**src/rtl/uart_mmio_pkg.sv**
```systemverilog
// rtl/uart_mmio_pkg.sv - register map, status bit positions and TX FSM states for uart_mmio
package uart_mmio_pkg;

  // Register byte offsets; only bits [3:2] take part in decode.
  localparam logic [3:0] ADDR_TXDATA = 4'h0;
  localparam logic [3:0] ADDR_RXDATA = 4'h4;
  localparam logic [3:0] ADDR_STATUS = 4'h8;
  localparam logic [3:0] ADDR_BAUD   = 4'hC;

  // STATUS register bit positions.
  localparam int ST_TX_FULL  = 0;
  localparam int ST_TX_EMPTY = 1;
  localparam int ST_RX_AVAIL = 2;
  localparam int ST_RX_FULL  = 3;
  localparam int ST_RX_OVR   = 4;
  localparam int ST_TX_OVF   = 5;
  localparam int ST_TX_IDLE  = 6;

  // TX feed state machine.
  typedef enum logic [1:0] {
    IDLE      = 2'd0,
    LOAD      = 2'd1,
    WAIT_ACK  = 2'd2,
    WAIT_DONE = 2'd3
  } tx_state_t;

endpackage

```
**src/rtl/uart_mmio_sync_fifo.sv**
```systemverilog
// rtl/uart_mmio_sync_fifo.sv - single-clock FIFO with wrap-bit pointers and show-ahead head
module sync_fifo #(
  parameter int WIDTH = 8,
  parameter int DEPTH = 16
) (
  input  logic             clk,
  input  logic             rst,
  input  logic             push,
  input  logic             pop,
  input  logic [WIDTH-1:0] din,
  output logic [WIDTH-1:0] dout,
  output logic             full,
  output logic             empty
);

  localparam int AW = $clog2(DEPTH);

  logic [AW:0]      wr_ptr_q, wr_ptr_d;
  logic [AW:0]      rd_ptr_q, rd_ptr_d;
  logic [WIDTH-1:0] mem_q [DEPTH];
  logic             push_ok;
  logic             pop_ok;

  // Equal pointers mean empty; same index with differing wrap bits means full.
  assign empty = (wr_ptr_q == rd_ptr_q);
  assign full  = (wr_ptr_q[AW] != rd_ptr_q[AW]) &&
                 (wr_ptr_q[AW-1:0] == rd_ptr_q[AW-1:0]);

  // Full/empty come from the pre-edge pointers, so a push into a full FIFO is
  // refused even when a pop frees a slot in the same cycle.
  assign push_ok = push && !full;
  assign pop_ok  = pop && !empty;
  assign dout    = mem_q[rd_ptr_q[AW-1:0]];

  // Pointer advance; natural wrap of the extra MSB distinguishes full from empty.
  always_comb begin
    wr_ptr_d = wr_ptr_q + {{AW{1'b0}}, push_ok};
    rd_ptr_d = rd_ptr_q + {{AW{1'b0}}, pop_ok};
  end

  // Pointer registers.
  always_ff @(posedge clk) begin
    if (rst) begin
      wr_ptr_q <= '0;
      rd_ptr_q <= '0;
    end else begin
      wr_ptr_q <= wr_ptr_d;
      rd_ptr_q <= rd_ptr_d;
    end
  end

  // Storage array; contents need no reset because the pointers gate visibility.
  always_ff @(posedge clk) begin
    if (push_ok) begin
      mem_q[wr_ptr_q[AW-1:0]] <= din;
    end
  end

endmodule

```
**src/rtl/uart_mmio.sv**
```systemverilog
// rtl/uart_mmio.sv - memory-mapped TX/RX FIFO front end for the Uart serializer core
module uart_mmio
  import uart_mmio_pkg::*;
#(
  parameter int          TX_DEPTH     = 16,
  parameter int          RX_DEPTH     = 16,
  parameter logic [15:0] BAUD_DEFAULT = 16'd434
) (
  input  logic        clk,
  input  logic        rst,
  input  logic [3:0]  addr,
  input  logic        we,
  input  logic [31:0] wdata,
  input  logic        re,
  output logic [31:0] rdata,
  output logic        rvalid,
  output logic        uart_write_enable,
  output logic [7:0]  uart_data,
  output logic [15:0] uart_baud_max,
  input  logic        uart_busy,
  input  logic [7:0]  uart_rx_data,
  input  logic        uart_out_valid
);

  // Bus decode on the word index.
  logic [1:0] sel;
  logic       wr_tx, wr_status, wr_baud;
  logic       rd_rx, rd_status, rd_baud;

  assign sel       = addr[3:2];
  assign wr_tx     = we && (sel == ADDR_TXDATA[3:2]);
  assign wr_status = we && (sel == ADDR_STATUS[3:2]);
  assign wr_baud   = we && (sel == ADDR_BAUD[3:2]);
  assign rd_rx     = re && (sel == ADDR_RXDATA[3:2]);
  assign rd_status = re && (sel == ADDR_STATUS[3:2]);
  assign rd_baud   = re && (sel == ADDR_BAUD[3:2]);

  // Byte-offset bits and upper write-data bits carry no information here.
  logic unused_bits;
  assign unused_bits = ^{addr[1:0], wdata[31:16]};

  // Registered state.
  tx_state_t   state_q, state_d;
  logic [7:0]  uart_data_q, uart_data_d;
  logic [15:0] baud_q, baud_d;
  logic [31:0] rdata_q, rdata_d;
  logic        rvalid_q, rvalid_d;
  logic        tx_ovf_q, tx_ovf_d;
  logic        rx_ovr_q, rx_ovr_d;
  logic        out_valid_q;
  logic        rx_push_q, rx_push_d;
  logic [7:0]  rx_byte_q;

  // FIFO interfaces.
  logic       tx_pop, tx_full, tx_empty;
  logic [7:0] tx_dout;
  logic       rx_pop, rx_full, rx_empty;
  logic [7:0] rx_dout;

  sync_fifo #(
    .WIDTH (8),
    .DEPTH (TX_DEPTH)
  ) u_tx_fifo (
    .clk   (clk),
    .rst   (rst),
    .push  (wr_tx),
    .pop   (tx_pop),
    .din   (wdata[7:0]),
    .dout  (tx_dout),
    .full  (tx_full),
    .empty (tx_empty)
  );

  sync_fifo #(
    .WIDTH (8),
    .DEPTH (RX_DEPTH)
  ) u_rx_fifo (
    .clk   (clk),
    .rst   (rst),
    .push  (rx_push_q),
    .pop   (rx_pop),
    .din   (rx_byte_q),
    .dout  (rx_dout),
    .full  (rx_full),
    .empty (rx_empty)
  );

  // The strobe is a pure function of the state so it lasts exactly one LOAD cycle.
  assign uart_write_enable = (state_q == LOAD);
  assign uart_data         = uart_data_q;
  assign uart_baud_max     = baud_q;
  assign rdata             = rdata_q;
  assign rvalid            = rvalid_q;

  // STATUS view, built from pre-edge state so same-cycle writes are not reflected.
  logic [31:0] status;
  always_comb begin
    status              = '0;
    status[ST_TX_FULL]  = tx_full;
    status[ST_TX_EMPTY] = tx_empty;
    status[ST_RX_AVAIL] = !rx_empty;
    status[ST_RX_FULL]  = rx_full;
    status[ST_RX_OVR]   = rx_ovr_q;
    status[ST_TX_OVF]   = tx_ovf_q;
    status[ST_TX_IDLE]  = tx_empty && (state_q == IDLE);
  end

  // TX feed: pop a byte, strobe it into the core, then track busy rise and fall.
  always_comb begin
    state_d     = state_q;
    uart_data_d = uart_data_q;
    tx_pop      = 1'b0;
    case (state_q)
      IDLE: begin
        if (!tx_empty) begin
          tx_pop      = 1'b1;
          uart_data_d = tx_dout;
          state_d     = LOAD;
        end
      end
      LOAD:      state_d = WAIT_ACK;
      WAIT_ACK:  if (uart_busy) state_d = WAIT_DONE;
      WAIT_DONE: if (!uart_busy) state_d = IDLE;
      default:   state_d = IDLE;
    endcase
  end

  // Read path: one-cycle registered response; an RXDATA read pops on the same edge.
  always_comb begin
    rdata_d  = '0;
    rvalid_d = re;
    rx_pop   = 1'b0;
    if (rd_rx && !rx_empty) begin
      rdata_d = {24'b0, rx_dout};
      rx_pop  = 1'b1;
    end else if (rd_status) begin
      rdata_d = status;
    end else if (rd_baud) begin
      rdata_d = {16'b0, baud_q};
    end
  end

  // RX capture: a rising edge of the core's valid launches one registered push.
  always_comb begin
    rx_push_d = uart_out_valid && !out_valid_q;
  end

  // Sticky error flags (setting beats a same-cycle clear) and the baud divisor.
  always_comb begin
    tx_ovf_d = tx_ovf_q;
    rx_ovr_d = rx_ovr_q;
    baud_d   = baud_q;
    if (wr_status && wdata[ST_TX_OVF]) tx_ovf_d = 1'b0;
    if (wr_status && wdata[ST_RX_OVR]) rx_ovr_d = 1'b0;
    if (wr_tx && tx_full)              tx_ovf_d = 1'b1;
    if (rx_push_q && rx_full)          rx_ovr_d = 1'b1;
    if (wr_baud && (wdata[15:0] != 16'd0)) baud_d = wdata[15:0];
  end

  // State registers; reset aborts any transfer in progress.
  always_ff @(posedge clk) begin
    if (rst) begin
      state_q     <= IDLE;
      uart_data_q <= 8'd0;
      baud_q      <= BAUD_DEFAULT;
      rdata_q     <= 32'd0;
      rvalid_q    <= 1'b0;
      tx_ovf_q    <= 1'b0;
      rx_ovr_q    <= 1'b0;
      out_valid_q <= 1'b0;
      rx_push_q   <= 1'b0;
      rx_byte_q   <= 8'd0;
    end else begin
      state_q     <= state_d;
      uart_data_q <= uart_data_d;
      baud_q      <= baud_d;
      rdata_q     <= rdata_d;
      rvalid_q    <= rvalid_d;
      tx_ovf_q    <= tx_ovf_d;
      rx_ovr_q    <= rx_ovr_d;
      out_valid_q <= uart_out_valid;
      rx_push_q   <= rx_push_d;
      rx_byte_q   <= uart_rx_data;
    end
  end

endmodule

```
**config.mk**
```make
export PLATFORM = sky130hd
export DESIGN_NAME = uart_mmio
export DESIGN_NICKNAME = d
export VERILOG_FILES = /design/src/rtl/uart_mmio_pkg.sv /design/src/rtl/uart_mmio_sync_fifo.sv /design/src/rtl/uart_mmio.sv
export SDC_FILE = /design/constraint.sdc
export NUM_CORES = 1
export LEC_CHECK = 0
export CAP_MARGIN = 20
export CORE_AREA = 2 2 145 176
export CTS_BUF_LIST = sky130_fd_sc_hd__clkbuf_4
export CTS_CLUSTER_DIAMETER = 50
export CTS_CLUSTER_SIZE = 10
export DETAILED_ROUTE_END_ITERATION = 16
export DIE_AREA = 0 0 147 178
export PLACE_DENSITY = 0.79
export SYNTH_ARGS = -nofsm -noshare
export SYNTH_HDL_FRONTEND = slang
export SYNTH_SLANG_ARGS = --single-unit
```
**constraint.sdc**
```tcl
create_clock -name clk -period 2.6 [get_ports clk]
set_input_delay 0.52 -clock clk [delete_from_list [all_inputs] [get_ports clk]]
set_output_delay 0.52 -clock clk [all_outputs]
set_load 0.01 [all_outputs]
```
==> key figures, run 1 <==
Outcome
  • Status: completed

Floorplan
  • Site Rows: between 60 and 70
  • Die width: ~150 um
  • Die ar.: 0.0262 sq mm
  • Starting Density: between 50% and 60%
  • CORE AREA: 0.0244 sq mm
  • Die height: approximately 180 um
  • Ports: 108

Timing
  • Highest clock rate: approximately 420 MHz
  • Slew HR: 48.9%
  • Pins Over Slew Limit: 0
  • Worst slew pin tran: 0.764 ns
  • Setup slack after layout: approximately 0.22 ns
  • Min Clock Period, post-route: 2.38 ns
  • Final Skew: around 0.072 ns
  • Final setup fails: 0
  • Tcrit/Tclk final: 91.5%
  • RSZ-0062 raised after global routing: no
  • Setup Total Neg Slack: 0 ns
  • Fin. Hold Viols: 0

Synth
  • Syn avg cell area: 17.3 sq um
  • Largest area contributor in the netlist: edfxtp_1
  • Top-count cell post-synth: edfxtp_1
  • Top cells by area, synth: edfxtp_1 (59%), dfxtp_1 (12%), mux4_2 (11%)
  • Share of the synthesized area in the top cell type: 59.1%
  • Synth Register Bits: ~330
  • Cells after synthesis: 752
  • Number of distinct library cells after synthesis: 56
  • Cell Area, Synth: 0.0130 sq mm
  • Top post-synthesis cells by count: edfxtp_1 (256), dfxtp_1 (75), mux4_2 (64)
  • Most used DFF post-synth: edfxtp_1
  • Synth Warn #: 0
  • Sequential fraction of the synthesis area: 70.6%
  • Synth async-reset ratio: 0%
  • EDFF count, synth: 256

Clocking
  • CTS Sinks: 331
  • CTS resizes: 0
  • CTS tree: yes
  • Clock-pin slew on the worst setup and hold paths: 0.11 ns
  • Clk_lat worst skew: 0.68 ns
  • CTS Buf Count: 39
  • Root buffer cell: clkbuf_4
  • H-tree depth: 2
  • Hold buffer count at CTS: 0
  • Post-CTS Setup Bufs: 0
  • CTS Buffer Depth: 3

Setup path
  • Reg2reg path depth: 10
  • Critical path required time: between 3 and 4 ns
  • Crit-path max FO: 6
  • Critical path type: reg2reg
  • Worst EP arrival: 2.90 ns
  • Worst r2r dst: u_tx_fifo.wr_ptr_q[4]
  • Reg2reg setup slack: 0.22 ns
  • Worst R2R Start: u_tx_fifo.rd_ptr_q[0]
  • Endpoint class of the critical path: register
  • Critical Path Source Type: register

Cells and area
  • Fin area: 0.0151 sq mm
  • Area growth, synth to finish: 15.8%
  • Post-layout net count: 950
  • Fillcell total: 1,761
  • Final core occ: between 60 and 70%
  • Register area: 0.00919 sq mm
  • Layout cells sized above 1: about 25%
  • Multi-input combinational cell area: around 0.0035 sq mm

Place
  • Pre-CTS setup slack: 0.112 ns
  • Area after DPL: roughly 0.014 sq mm
  • Dpl hpwl: 18,000 um
  • GP Congestion: slightly below 0.8
  • Port Buf Inserts: 73

Power
  • Max IR drop VDD: between 400 and 500 uV
  • Pleak: about 5.3 nW
  • Power Dens Cells: 661 mW/mm^2

Drt
  • Vias per inst: approximately 5.6
  • Routed vias: 6,936
  • Routed wire per std cell: 21.6 um
  • ANT nets after route: 0
  • Drt total wl: ~27,000 um
  • Router iterations before antenna repair: 5
  • DRT iter0 DRCs: approximately 540
  • DR DRC count: 0

Hold path
  • Hold EP: rx_byte_q[1]
  • Hold Crit Start: rst
  • Hold Path Stages: 2
  • Hold WC Path Type: in2reg

Global route
  • First-pass GRT wire length: 40,500 um
  • Global route total overflow: 0
  • Tot GR Track Use: between 20% and 30%
  • Initial antenna violation count: 3
  • Largest net degree at the start of global routing: 48
  • Vias in the first global route: 7,108

Flow run
  • Number of max-cap violations: 0
==> placed cells by master, fill, tap and decap left out, types with 2 or more instances in the layout <==
cell type	instances
dfxtp_1	73
mux4_2	64
a21oi_1	2
clkdlybuf4s50_1	72
a22oi_1	22
and3_1	3
conb_1	16
and2_1	12
buf_4	63
nor2_1	59
clkbuf_4	67
nand2_1	19
nor4_2	5
bufinv_16	4
buf_12	4
diode_2	2
nor4_1	8
nand3b_4	2
edfxtp_1	256
inv_1	10
a22o_1	20
nand4_1	2
dfxtp_2	2
nand3_1	9
nand2b_1	6
a31oi_1	2
and3b_1	2
a211o_1	5
mux2i_1	14
xor2_1	14
nor3_1	5
ha_1	13
xor2_2	4
o22ai_1	5
nor2b_1	25
xnor2_1	6
==> registers in the layout, summed over array words and instances, names as in the netlist, 2 cells and up <==
register,cells
u_tx_fifo.mem_q,128
u_rx_fifo.mem_q,128
u_tx_fifo.wr_ptr_q,5
rdata,16
uart_baud_max,16
uart_data,8
rx_byte_q,8
u_rx_fifo.rd_ptr_q,5
u_tx_fifo.rd_ptr_q,5
state_q,2
u_rx_fifo.wr_ptr_q,5
==> worst max-delay path by stage <==
| stage | startpoint | endpoint | slack [ns] | cells past startpoint |
|---|---|---|---|---|
| after global routing | u_tx_fifo.wr_ptr_q[2] | u_tx_fifo.wr_ptr_q[4] | 0.08 | 10 |
| after global placement | addr[2] | u_tx_fifo.wr_ptr_q[4] | 0.15 | 9 |
| after CTS | u_tx_fifo.rd_ptr_q[0] | u_tx_fifo.wr_ptr_q[4] | 0.20 | 10 |
| after floorplan | u_rx_fifo.wr_ptr_q[0] | u_rx_fifo.mem_q[0][0] | 0.15 | 6 |
| final | u_tx_fifo.rd_ptr_q[0] | u_tx_fifo.wr_ptr_q[4] | 0.22 | 10 |
| after detailed placement | we | u_tx_fifo.wr_ptr_q[4] | 0.11 | 9 |
==> per-layer routing <==
layer	track usage [%]	share of wire, %	vias up
met5	0	0.026	-
met3	4.02	6.2	39
met4	6.41	2.5	2
li1	-	-	3155
met2	38.3	54	237
met1	25.4	38	3503
==> worst max-delay path, stage by stage (launching register included) <==
cell     delay, ns
dfxtp_1       0.53
xor2_2        0.21
nor4_4        0.08
and2_4        0.17
or3_4         0.43
inv_6         0.10
ha_1          0.18
ha_1          0.19
nand3_1       0.10
xor2_1        0.17
nor2_1        0.05
==> stage by stage <==
| stage | instances | power (mW) | hold slack (ns) |
|---|---|---|---|
| floorplan | 767 | 6.51 | 0.367 |
| global placement | 1171 | 6.87 | 0.373 |
| detailed placement | 1171 | 6.90 | 0.381 |
| CTS | 1242 | 10.0 | 0.203 |
| global route | 1243 | 10.4 | 0.219 |
| finish | 1244 | 9.95 | 0.252 |
==> cells by family after synthesis <==
family / count (synthesis) / share of synthesized area (%)
AOI/OAI and AO/OA: 66 / 4.04
xor gates and xnor gates: 24 / 1.85
adders and majority gates: 13 / 1.25
buffers and inverters: 72 / 2.89
DFF: 331 / 70.6
muxes: 79 / 12.2
other: 1 / 0.0288
and+or+nand+nor: 166 / 7.10
==> where the power goes <==
group / switching (mW) / leakage [nW] / internal, mW
clock: 1.63 / 0.365 / 1.56
combinational: 0.454 / 1.97 / 0.435
sequential: 0.0993 / 2.93 / 5.78
total: 2.19 / 5.27 / 7.77
==> area by class of cell <==
type	count	share of cell area, %
clock buffer	67	3.34
multi-input combinational	364	23.3
timing repair buffer	140	8.49
inverter	11	0.307
tap	325	2.70
clock inverter	4	0.797
antenna	2	0.0332
sequential	331	61.0
(Power assumes the default switching activity.)
==> run 2: changes to the inputs <==
--- a/config.mk
+++ b/config.mk
@@ -13,6 +13,7 @@
 export DETAILED_ROUTE_END_ITERATION = 16
 export DIE_AREA = 0 0 147 178
 export PLACE_DENSITY = 0.79
+export SLEW_MARGIN = 15
 export SYNTH_ARGS = -nofsm -noshare
 export SYNTH_HDL_FRONTEND = slang
 export SYNTH_SLANG_ARGS = --single-unit
==> results of run 2 <==
No change in the layout: final DEF, timing and power equal those of run 1.
==> run 3: changes to the inputs <==
--- a/config.mk
+++ b/config.mk
@@ -6,13 +6,13 @@
 export NUM_CORES = 1
 export LEC_CHECK = 0
 export CAP_MARGIN = 20
-export CORE_AREA = 2 2 145 176
+export CORE_AREA = 2 2 166 201
 export CTS_BUF_LIST = sky130_fd_sc_hd__clkbuf_4
-export CTS_CLUSTER_DIAMETER = 50
+export CTS_CLUSTER_DIAMETER = 150
 export CTS_CLUSTER_SIZE = 10
 export DETAILED_ROUTE_END_ITERATION = 16
-export DIE_AREA = 0 0 147 178
-export PLACE_DENSITY = 0.79
+export DIE_AREA = 0 0 168 203
+export PLACE_DENSITY = 0.63
 export SLEW_MARGIN = 15
 export SYNTH_ARGS = -nofsm -noshare
 export SYNTH_HDL_FRONTEND = slang
==> constraint.sdc (replaced) <==
create_clock -name clk -period 2.6 [get_ports clk]
set_input_delay 0.39 -clock clk [delete_from_list [all_inputs] [get_ports clk]]
set_output_delay 0.39 -clock clk [all_outputs]
set_load 0.01 [all_outputs]
==> run 3 against run 2 <==
  * Worst hold slack worse by 0.14 ns
  * Wire length up 2.4%
  * Design area up 0.31%
  * Maximum frequency up 1.4%
  * Highest routed layer is now met4
  * Largest cell class unchanged
  * Total power down 3.9%
==> key figures, run 3 (synthesis gave the netlist of run 1 again) <==
Outcome
  • Status: completed

Floorplan
  • Ports: about 110
  • Die width: 168 um
  • Die height: roughly 200 um
  • Die ar.: 0.0341 sq mm
  • CORE AREA: around 0.032 sq mm
  • Starting Density: 40.7%
  • Site Rows: 72

Power
  • Pleak: about 5.3 nW
  • Total power: 9.57 mW
  • Power Dens Cells: 633 mW/mm^2
  • Max IR drop VDD: 331 uV

Drt
  • Routed wire per std cell: 20.7 um
  • Vias per inst: roughly 5.1
  • DRT iter0 DRCs: 599
  • ANT nets after route: 0
  • Router iterations before antenna repair: 5
  • DR DRC count: 0
  • Drt total wl: 27,500 um
  • Routed vias: 6,787

Timing
  • Highest clock rate: 426 MHz
  • Worst slew pin tran: 0.696 ns
  • WHS: 0.107 ns
  • RSZ-0062 raised after global routing: no
  • Setup slack after layout: 0.252 ns
  • Slew HR: 53.5%
  • Setup Total Neg Slack: 0 ns
  • Fin. Hold Viols: 0
  • Tcrit/Tclk final: 90.3%
  • Pins Over Slew Limit: 0
  • Final setup fails: 0
  • Min Clock Period, post-route: around 2.3 ns
  • Final Skew: 0.0784 ns

Setup path
  • Largest stage delay, worst path: 0.53 ns
  • Endpoint class of the critical path: register
  • Critical path type: reg2reg
  • CP dominant cell by count: ha_1
  • Crit-path max FO: 8
  • Critical Path Source Type: register
  • Critical path required time: 3.14 ns
  • Crit-path cells: xor2_2 -> nor4_4 -> and2_4 -> or3_4 -> inv_6 -> ha_1 -> ha_1 -> nand3_1 -> xor2_1 -> nor2_1
  • Reg2reg path depth: 10
  • Worst EP arrival: 2.89 ns
  • Critical path's slowest cell: dfxtp_1

Flow run
  • Number of max-cap violations: 0

Clocking
  • CTS Buffer Depth: 3
  • Clock-pin slew on the worst setup and hold paths: between 0.1 and 0.15 ns
  • CTS Sinks: 331
  • Post-CTS Setup Bufs: 0
  • Clk_lat worst skew: 0.66 ns
  • H-tree depth: 2
  • CTS resizes: 0
  • Hold buffer count at CTS: 0
  • CTS tree: yes
  • Root buffer cell: clkbuf_4
  • CTS Buf Count: 39

Global route
  • Grt peak-use layer: met2
  • Largest net degree at the start of global routing: 36
  • Global route total overflow: 0
  • Initial antenna violation count: 1
  • Tot GR Track Use: 16.5%
  • Met1 Use GR: between 20% and 30%
  • Met2 Usage GRT: between 20 and 30%
  • Met3 track demand over resource: 2.61%
  • First-pass GRT wire length: between 40,000 and 50,000 um
  • Vias in the first global route: slightly above 7,000

Cells and area
  • Fin area: around 0.015 sq mm
  • Post-layout net count: 957
  • Final core occ: 47.3%
  • Finished Layout Cells: between 1,000 and 1,500
  • Area growth, synth to finish: 16.1%
  • Most frequent cells in the layout: edfxtp_1 (256), clkdlybuf4s50_1 (72), dfxtp_1 (72)
  • Register area: 0.00919 sq mm
  • Commonest non-fill, non-tap cell in the layout: edfxtp_1
  • Layout cells sized above 1: approximately 26%
  • Multi-input combinational cell area: 0.00353 sq mm
  • Fillcell total: 2,729

Hold path
  • Hold Path Stages: 2
  • Hold WC Path Type: in2reg

Place
  • Dpl hpwl: 18,900 um
  • # placed instances: 1,260
  • Pre-CTS setup slack: ~0.27 ns
  • GP Congestion: 0.796
  • Port Buf Inserts: 73
  • Area after DPL: 0.0146 sq mm
run 3: power breakdown:
| group | switching [mW] | internal (mW) | leakage (nW) | total (mW) |
|---|---|---|---|---|
| clock | 1.64 | 1.16 | 0.317 | 2.80 |
| combinational | 0.456 | 0.442 | 2.00 | 0.899 |
| sequential | 0.0929 | 5.78 | 2.93 | 5.87 |
| total | 2.19 | 7.38 | 5.25 | 9.57 |
run 3: final timing paths:
check,from,slack (ns),end
worst max register to register,u_tx_fifo.wr_ptr_q[2],0.25,u_tx_fifo.wr_ptr_q[4]
worst min-delay path,rst,0.11,uart_baud_max[6]
worst max-delay path,u_tx_fifo.wr_ptr_q[2],0.25,u_tx_fifo.wr_ptr_q[4]
worst min register to register,out_valid_q,0.39,rx_push_q
run 3: final cells by class:
cell class | count | area share, %
flip-flops and latches | 331 | 60.8
multi-input cells | 364 | 23.4
repair buffers | 147 | 8.73
well taps | 407 | 3.37
clock buffers | 67 | 3.33
inverters | 11 | 0.306
clock inverters | 2 | 0.0828
diodes | 1 | 0.0166
run 3: critical path, delay by kind of cell, from the launching register on:
kind                       cells  cell delay (ns)
xor gates and xnor gates       2             0.38
adders and majority gates      2             0.35
buffers and inverters          1             0.11
DFF                            1             0.53
and+or+nand+nor                5             0.85
run 3: routing by layer:
metal | up-vias | wire length [um] | share of wire, %
li1 | 3173 | - | -
met1 | 3395 | 11000 | 40
met2 | 167 | 14600 | 53
met3 | 52 | 1050 | 3.8
met4 | 0 | 913 | 3.3
met5 | - | 0 | 0
